**src/rtl/crc4_ctrl.sv**
```systemverilog
// crc4_ctrl: word-serial CRC engine. A frame is opened with a generator
// polynomial and seed, then fed WCODE-bit words that are shifted in MSB
// first, one bit per clock, until the word flagged last has been consumed.
module crc4_ctrl #(
  parameter int WCODE = 5,
  parameter int WPOLY = 4
) (
  input  logic             i_clk,
  input  logic             i_rst,
  input  logic             i_start,
  input  logic [WPOLY-1:0] i_poly,
  input  logic [WPOLY-2:0] i_init,
  input  logic             i_valid,
  input  logic [WCODE-1:0] i_data,
  input  logic             i_last,
  output logic             o_ready,
  input  logic             i_ack,
  input  logic             i_abort,
  output logic [WPOLY-2:0] o_crc,
  output logic             o_done,
  output logic             o_busy,
  output logic             o_err
);

  localparam int CW = (WCODE > 1) ? $clog2(WCODE) : 1;

  typedef enum logic [1:0] {IDLE, WAIT, SHIFT, DONE} state_t;

  state_t           state_q, state_d;
  logic [WPOLY-2:0] crc_q,   crc_d;
  logic [WPOLY-1:0] poly_q,  poly_d;
  logic [WCODE-1:0] data_q,  data_d;
  logic             last_q,  last_d;
  logic [CW-1:0]    cnt_q,   cnt_d;
  logic             err_q,   err_d;
  logic             fb;

  // State and datapath registers; reset wins over every other input.
  always_ff @(posedge i_clk) begin
    if (i_rst) begin
      state_q <= IDLE;
      crc_q   <= '0;
      poly_q  <= '0;
      data_q  <= '0;
      last_q  <= 1'b0;
      cnt_q   <= '0;
      err_q   <= 1'b0;
    end else begin
      state_q <= state_d;
      crc_q   <= crc_d;
      poly_q  <= poly_d;
      data_q  <= data_d;
      last_q  <= last_d;
      cnt_q   <= cnt_d;
      err_q   <= err_d;
    end
  end

  // Next-state logic; abort beats a same-cycle transfer or acknowledge and
  // leaves the CRC register untouched.
  always_comb begin
    state_d = state_q;
    crc_d   = crc_q;
    poly_d  = poly_q;
    data_d  = data_q;
    last_d  = last_q;
    cnt_d   = cnt_q;
    err_d   = 1'b0;
    fb      = crc_q[WPOLY-2] ^ data_q[cnt_q];
    case (state_q)
      IDLE: begin
        if (i_start) begin
          // A polynomial without its top term is not a valid generator.
          if (i_poly[WPOLY-1]) begin
            poly_d  = i_poly;
            crc_d   = i_init;
            state_d = WAIT;
          end else begin
            err_d = 1'b1;
          end
        end
      end
      WAIT: begin
        if (i_abort) begin
          state_d = IDLE;
        end else if (i_valid) begin
          data_d  = i_data;
          last_d  = i_last;
          cnt_d   = CW'(WCODE - 1);
          state_d = SHIFT;
        end
      end
      SHIFT: begin
        if (i_abort) begin
          state_d = IDLE;
        end else begin
          crc_d = {crc_q[WPOLY-3:0], 1'b0} ^ (fb ? poly_q[WPOLY-2:0] : '0);
          if (cnt_q == '0) state_d = last_q ? DONE : WAIT;
          else             cnt_d   = cnt_q - CW'(1);
        end
      end
      DONE: begin
        if (i_abort || i_ack) state_d = IDLE;
      end
      default: state_d = IDLE;
    endcase
  end

  assign o_ready = (state_q == WAIT);
  assign o_done  = (state_q == DONE);
  assign o_busy  = (state_q != IDLE);
  assign o_err   = err_q;
  assign o_crc   = crc_q;

endmodule

```
**config.mk**
```make
export PLATFORM = sky130hd
export DESIGN_NAME = crc4_ctrl
export DESIGN_NICKNAME = d
export VERILOG_FILES = /design/src/rtl/crc4_ctrl.sv
export SDC_FILE = /design/constraint.sdc
export NUM_CORES = 1
export LEC_CHECK = 0
export ABC_AREA = 1
export CAP_MARGIN = 10
export CORE_ASPECT_RATIO = 0.75
export CORE_UTILIZATION = 41
export CTS_CLUSTER_DIAMETER = 200
export CTS_CLUSTER_SIZE = 16
export DETAILED_ROUTE_END_ITERATION = 8
export PLACE_DENSITY = 0.83
export SLEW_MARGIN = 20
export SYNTH_ARGS = -nofsm -noshare
export SYNTH_HDL_FRONTEND = slang
export SYNTH_SLANG_ARGS = --single-unit
```
**constraint.sdc**
```tcl
create_clock -name i_clk -period 1.3 [get_ports i_clk]
set_clock_uncertainty 0.1 [all_clocks]
set_input_delay 0.39 -clock i_clk [delete_from_list [all_inputs] [get_ports i_clk]]
set_output_delay 0.39 -clock i_clk [all_outputs]
set_load 0.1 [all_outputs]
```
# Word-level counts from Yosys, hierarchy flattened
# Cells that the tools add are included.
dict set report word_totals {
  wordCells 60
  out_inout_bits 7
  ff_bits 18
  input_bits 19
}
dict set report op_classes {
  mux 22
  bitwise 5
  n_addsub 1
  magnitude_cmp 1
  eq_ne 12
  reduce_logical 12
}
# cell count
set op_table {}
lappend op_table {{3-bit two-way mux} 8}
lappend op_table {{2-bit two-way mux} 8}
lappend op_table {{2-bit inequality test, second input constant} 6}
lappend op_table {{3-bit case mux with 2 select lines} 2}
lappend op_table {{5-bit AND reduction} 2}
lappend op_table {{2-bit case mux with 4 select lines} 1}
lappend op_table {{3-bit AND reduction} 2}
lappend op_table {{2-bit nonzero test} 3}
lappend op_table {{2-bit equality test, second input constant} 2}
lappend op_table {{3-bit by 4-bit < comparator with 1-bit output, second input constant} 1}
lappend op_table {{4-bit AND reduction} 1}
lappend op_table {{1-bit binary-select mux with 3-bit select} 1}
lappend op_table {{3-bit zero test} 1}
lappend op_table {{3-bit by 2-bit inequality test with 1-bit output, second input constant} 1}
lappend op_table {{3-bit inequality test, second input constant} 1}
lappend op_table {{1-bit NOT} 3}
lappend op_table {{3-bit OR reduction} 1}
lappend op_table {{3-bit by 1-bit subtractor with 3-bit output, second input constant} 1}
lappend op_table {{3-bit XOR} 1}
lappend op_table {{2-bit by 1-bit equality test with 1-bit output, second input constant} 1}
lappend op_table {{2-bit zero test} 1}
lappend op_table {{1-bit two-way mux} 2}
lappend op_table {{2-bit by 1-bit inequality test with 1-bit output, second input constant} 1}
lappend op_table {{1-bit logical OR} 1}
lappend op_table {{1-bit XOR} 1}

# Longest topological paths before layout
dict set report logic_depth {
  ltp_word 7
  depth_mapped 12
  depth_no_buf 12
}

# Least setup slack after synthesis
# No wires, ideal clock.
dict set report synth_path {
  path_type {register to register}
  startpoint {register state_q[0]}
  endpoint {register data_q[1]}
  path_buffers 1
  arrival_time_ns 2.534
  t_required_ns 1.081
  synth_period_minus_slack_ns 2.754
  path_stages_with_launch 9
  path_slack_ns -1.454
  setup_time_ns 0.119
  cell_sequence {dfxtp_1 inv_1 nor2_1 nand2_1 nor2_2 inv_1 buf_6 o21ai_0 a21oi_1}
}
dict set report synth_via {
  elab_chain_len 2
}
# item line
set synth_rtl {}
lappend synth_rtl {{start: declaration} 29} ;# state_t state_q, state_d;
lappend synth_rtl {{start signal: assignment} 49} ;# state_q <= state_d;
lappend synth_rtl {{2-bit by 1-bit equality test with 1-bit output} --}
lappend synth_rtl {{via o_ready} 16} ;# output logic o_ready,
lappend synth_rtl {{3-bit AND reduction (no line)} --}
lappend synth_rtl {{end signal: assignment} 52} ;# data_q <= data_d;
lappend synth_rtl {{end: declaration} 32} ;# logic [WCODE-1:0] data_q, data_d;
# The timed path passes the listed nets, and every way through them passes these cells.
# A chain may end at the register's enable or synchronous reset.

# Worst setup path in the final report
dict set report layout_path {
  startpoint {register state_q[0]}
  endpoint {output o_busy}
}
dict set report layout_via {
  elab_chain_len 1
}
# item line
set layout_rtl {}
lappend layout_rtl {{2-bit nonzero test} 111} ;# assign o_busy = (state_q != IDLE);
lappend layout_rtl {{end: declaration} 21} ;# output logic o_busy,
# Every way passes these cells.

==> flow_metrics.py <==
metrics = {
    "power": {
        "combinationalPowerShare_pct": 43.6,
        "peakVddDrop_mv": 0.925,
        "netSwitchingPower_w": 0.000632,
        "p_int_w": 0.00102,
        "leakage_nw": 0.683,
        "clockPowerShare_pct": 18.3,
        "power_density_mw_per_mm2": 971,
        "pwr-share-seq_pct": 38.1,
        "netSwitchingFraction_pct": 38.2,
    },
    "floorplanning": {
        "dieHeight_um": 43.0,
        "die_w_um": 56.7,
        "die-area_mm2": 0.00244,
        "rows": 14,
        "ios": 26,
        "start_util_pct": 44.8,
        "core_area_mm2": 0.00205,
    },
    "cells_and_area": {
        "final_common_cell": "nand2_1",
        "finish.instance_area_mm2": 0.00170,
        "most-common-layout-cells": "22 x nand2_1, 21 x buf_4, 17 x clkdlybuf4s50_1, 13 x inv_1, 12 x nor2_1",
        "antenna_cells": 0,
        "drive_above_1_share_pct": 44.0,
        "nets": 213,
        "fillers": 106,
        "final_util_pct": 83.1,
        "syn2layout_area_growth_pct": 85.4,
    },
    "synthesis": {
        "synth_area_leaders": "dfxtp_1 39%, nand2_1 11%, inv_1 8.2%",
        "postSynthAreaPerCell_um2": 6.75,
        "synth_cells": 136,
        "ys_seq_area_share_pct": 39.2,
        "synth_cell_type_count": 19,
        "yosysWarnings": 0,
        "synth_seq_cells": 18,
        "syn-num-nets": 157,
        "netlist_area_um2": 918,
        "synth_area_leader_cell": "dfxtp_1",
        "yosys.area.top_type_share_pct": 39.2,
    },
    "critical_path": {
        "critPathMaxStageDelay_ns": 0.39,
        "reg2reg_slack_ns": -0.32,
        "startpoint_type": "flop",
        "worstPathMaxFanout": 4,
        "r2r-end": "o_crc[1]",
        "crit_buf_inv": 2,
        "rr_worst_depth": 9,
        "cp.depth": 3,
        "worstSetupStartpoint": "state_q[0]",
        "path_cells": "nor2_4 > clkinvlp_4 > buf_12",
        "arrival_ns": 1.15,
        "r2r-start": "state_q[0]",
        "worstSetupEndpointType": "primary output",
        "crit_path_end": "o_busy",
        "critPathTopFamily": "flip-flops",
        "required_ns": 0.81,
        "critPathSlowestCell": "dfxtp_4",
        "critPathKind": "flop to primary output",
    },
    "global_routing": {
        "grt_max_degree": 14,
        "grt_use_total_pct": 27.8,
        "grt_pass1_wl_um": 5010,
        "grt_overflow": 0,
        "antenna_found_initial": 0,
        "first_global_vias": 1165,
    },
    "cts": {
        "htree_levels": 1,
        "path_clk_slew_ns": 0.12,
        "cts_root_buf": "clkbuf_4",
        "insertion_delay_ns": 0.32,
        "cts_sinks": 18,
        "ctsLongestPathBuffers": 2,
        "cts_buffers": 3,
        "cts_tree": "built",
    },
    "job": {
        "cap_violations": 0,
    },
    "run_status": {
        "status": "complete, but fails checks",
        "failed_checks": "negative setup slack",
    },
    "min_path": {
        "holdPathStages": 2,
        "hold_path_class": "flop to flop",
    },
    "placement": {
        "io_buffers": 25,
        "gp_congestion": 0.861,
        "dpl_worst_slack_ns": -0.534,
        "dpl.hpwl_um": 1910,
        "placed_area_mm2": 0.00144,
    },
    "timing": {
        "worstMarginPinSlew_ns": 0.282,
        "fin_tns_setup_ns": -5.37,
        "timing.fmax_mhz": 610,
        "min_period_ns": 1.64,
        "setup_viol": 24,
        "min_period_over_period_pct": 126,
        "slew_viol_final": 0,
        "max_slew_margin_pct": 81.0,
        "setup_ws_ns": -0.338,
        "rsz0062_at_grt": "true",
        "finalHoldViolations": 0,
    },
    "route": {
        "via_per_inst": 5.59,
        "drc_errors": 0,
        "wl_per_cell_um": 17.0,
        "drt_iter0_drc": 76,
        "postRouteWirelength_um": 3650,
        "dr_total_vias": 1202,
        "ant_nets": 0,
        "drtPass1Iterations": 4,
    },
}
==> sequential cells by signal, summed over array words and instances (netlist names) <==
| signal | flops |
|---|---|
| data_q | 5 |
| cnt_q | 3 |
| o_crc | 3 |
| poly_q | 3 |
| state_q | 2 |
| last_q | 1 |
| o_err | 1 |
==> power groups by stage <==
stage,Combinational [W],Clock [W],Sequential [W]
floorplan,0.000264,0,0.000705
global placement,0.000555,0,0.000647
CTS,0.000627,0.000305,0.000629
finish,0.000720,0.000303,0.000630
detailed placement,0.000569,0,0.000651
global route,0.000757,0.000336,0.000636
==> worst register-to-register path, stage by stage (launching register included) <==
cell	delay (ns)
dfxtp_4	0.41
buf_6	0.12
nor2_4	0.04
inv_2	0.07
nor2_4	0.04
buf_4	0.13
buf_4	0.13
nor2_4	0.20
nand2_1	0.15
a21oi_2	0.17
==> area by class of cell <==
cell class	count	area, µm²	area share, %
sequential	18	379	22.3
timing repair buffer	52	562	33.0
multi-input combinational	92	598	35.1
inverter	24	100	5.88
tap	24	30.0	1.76
timing repair inverter	1	7.51	0.441
clock buffer	4	26.3	1.54
==> per-layer routing <==
metal | vias up | track usage [%] | wire (µm) | share of wire, %
li1 | 552 | - | - | -
met1 | 563 | 30.7 | 1460 | 40
met2 | 65 | 44.5 | 1740 | 48
met3 | 22 | 10.7 | 255 | 7.0
met4 | 0 | 17.6 | 187 | 5.1
met5 | - | 4.76 | 0 | 0
==> timing repair <==
item / 4_1_cts / 5_1_grt
resized for setup: 19 / 23
hold buffers: 0 / 0
endpoints found under the setup margin: 24 / 24
hold endpoints to repair: 0 / 0
pin swaps: 6 / 13
buffers inserted: 9 / 4
cloned: 1 / 0
==> per-stage QoR <==
stage / std cells / hold WS (ns) / total power, W
5_1_grt: 215 / 0.411 / 0.00173
6_report: 215 / 0.372 / 0.00165
4_1_cts: 211 / 0.362 / 0.00156
3_3_place_gp: 197 / 0.339 / 0.00120
2_1_floorplan: 136 / 0.325 / 0.000969
3_5_place_dp: 197 / 0.348 / 0.00122
==> worst min-delay path by stage <==
| stage | endpoint | start | slack (ns) |
|---|---|---|---|
| global placement | data_q[0] | data_q[0] | 0.34 |
| finish | data_q[0] | data_q[0] | 0.37 |
| detailed placement | data_q[1] | data_q[1] | 0.35 |
| CTS | data_q[1] | data_q[1] | 0.36 |
| floorplan | last_q | last_q | 0.33 |
| global route | data_q[2] | data_q[2] | 0.41 |
==> cells in the mapped netlist <==
cell type	count
a31oi_1	3
buf_6	1
ha_1	2
inv_2	4
nor2_1	20
inv_1	20
a21oi_4	1
nor3_1	1
nand2_1	26
o22ai_1	1
nand3_1	9
clkbuf_1	1
dfxtp_1	18
nand4_1	4
o21ai_1	1
o21ai_0	11
nor2_2	1
nor2_4	2
a21oi_1	10
==> logic make-up after synthesis <==
kind of cell / share of synthesized area (%)
AO/OA/AOI/OAI: 16.5
flip-flops: 39.2
buffers and inverters: 11.4
adder cells (fa/ha/maj): 2.72
AND/OR/NAND/NOR: 30.1
Power figures use the tool's default switching activity.
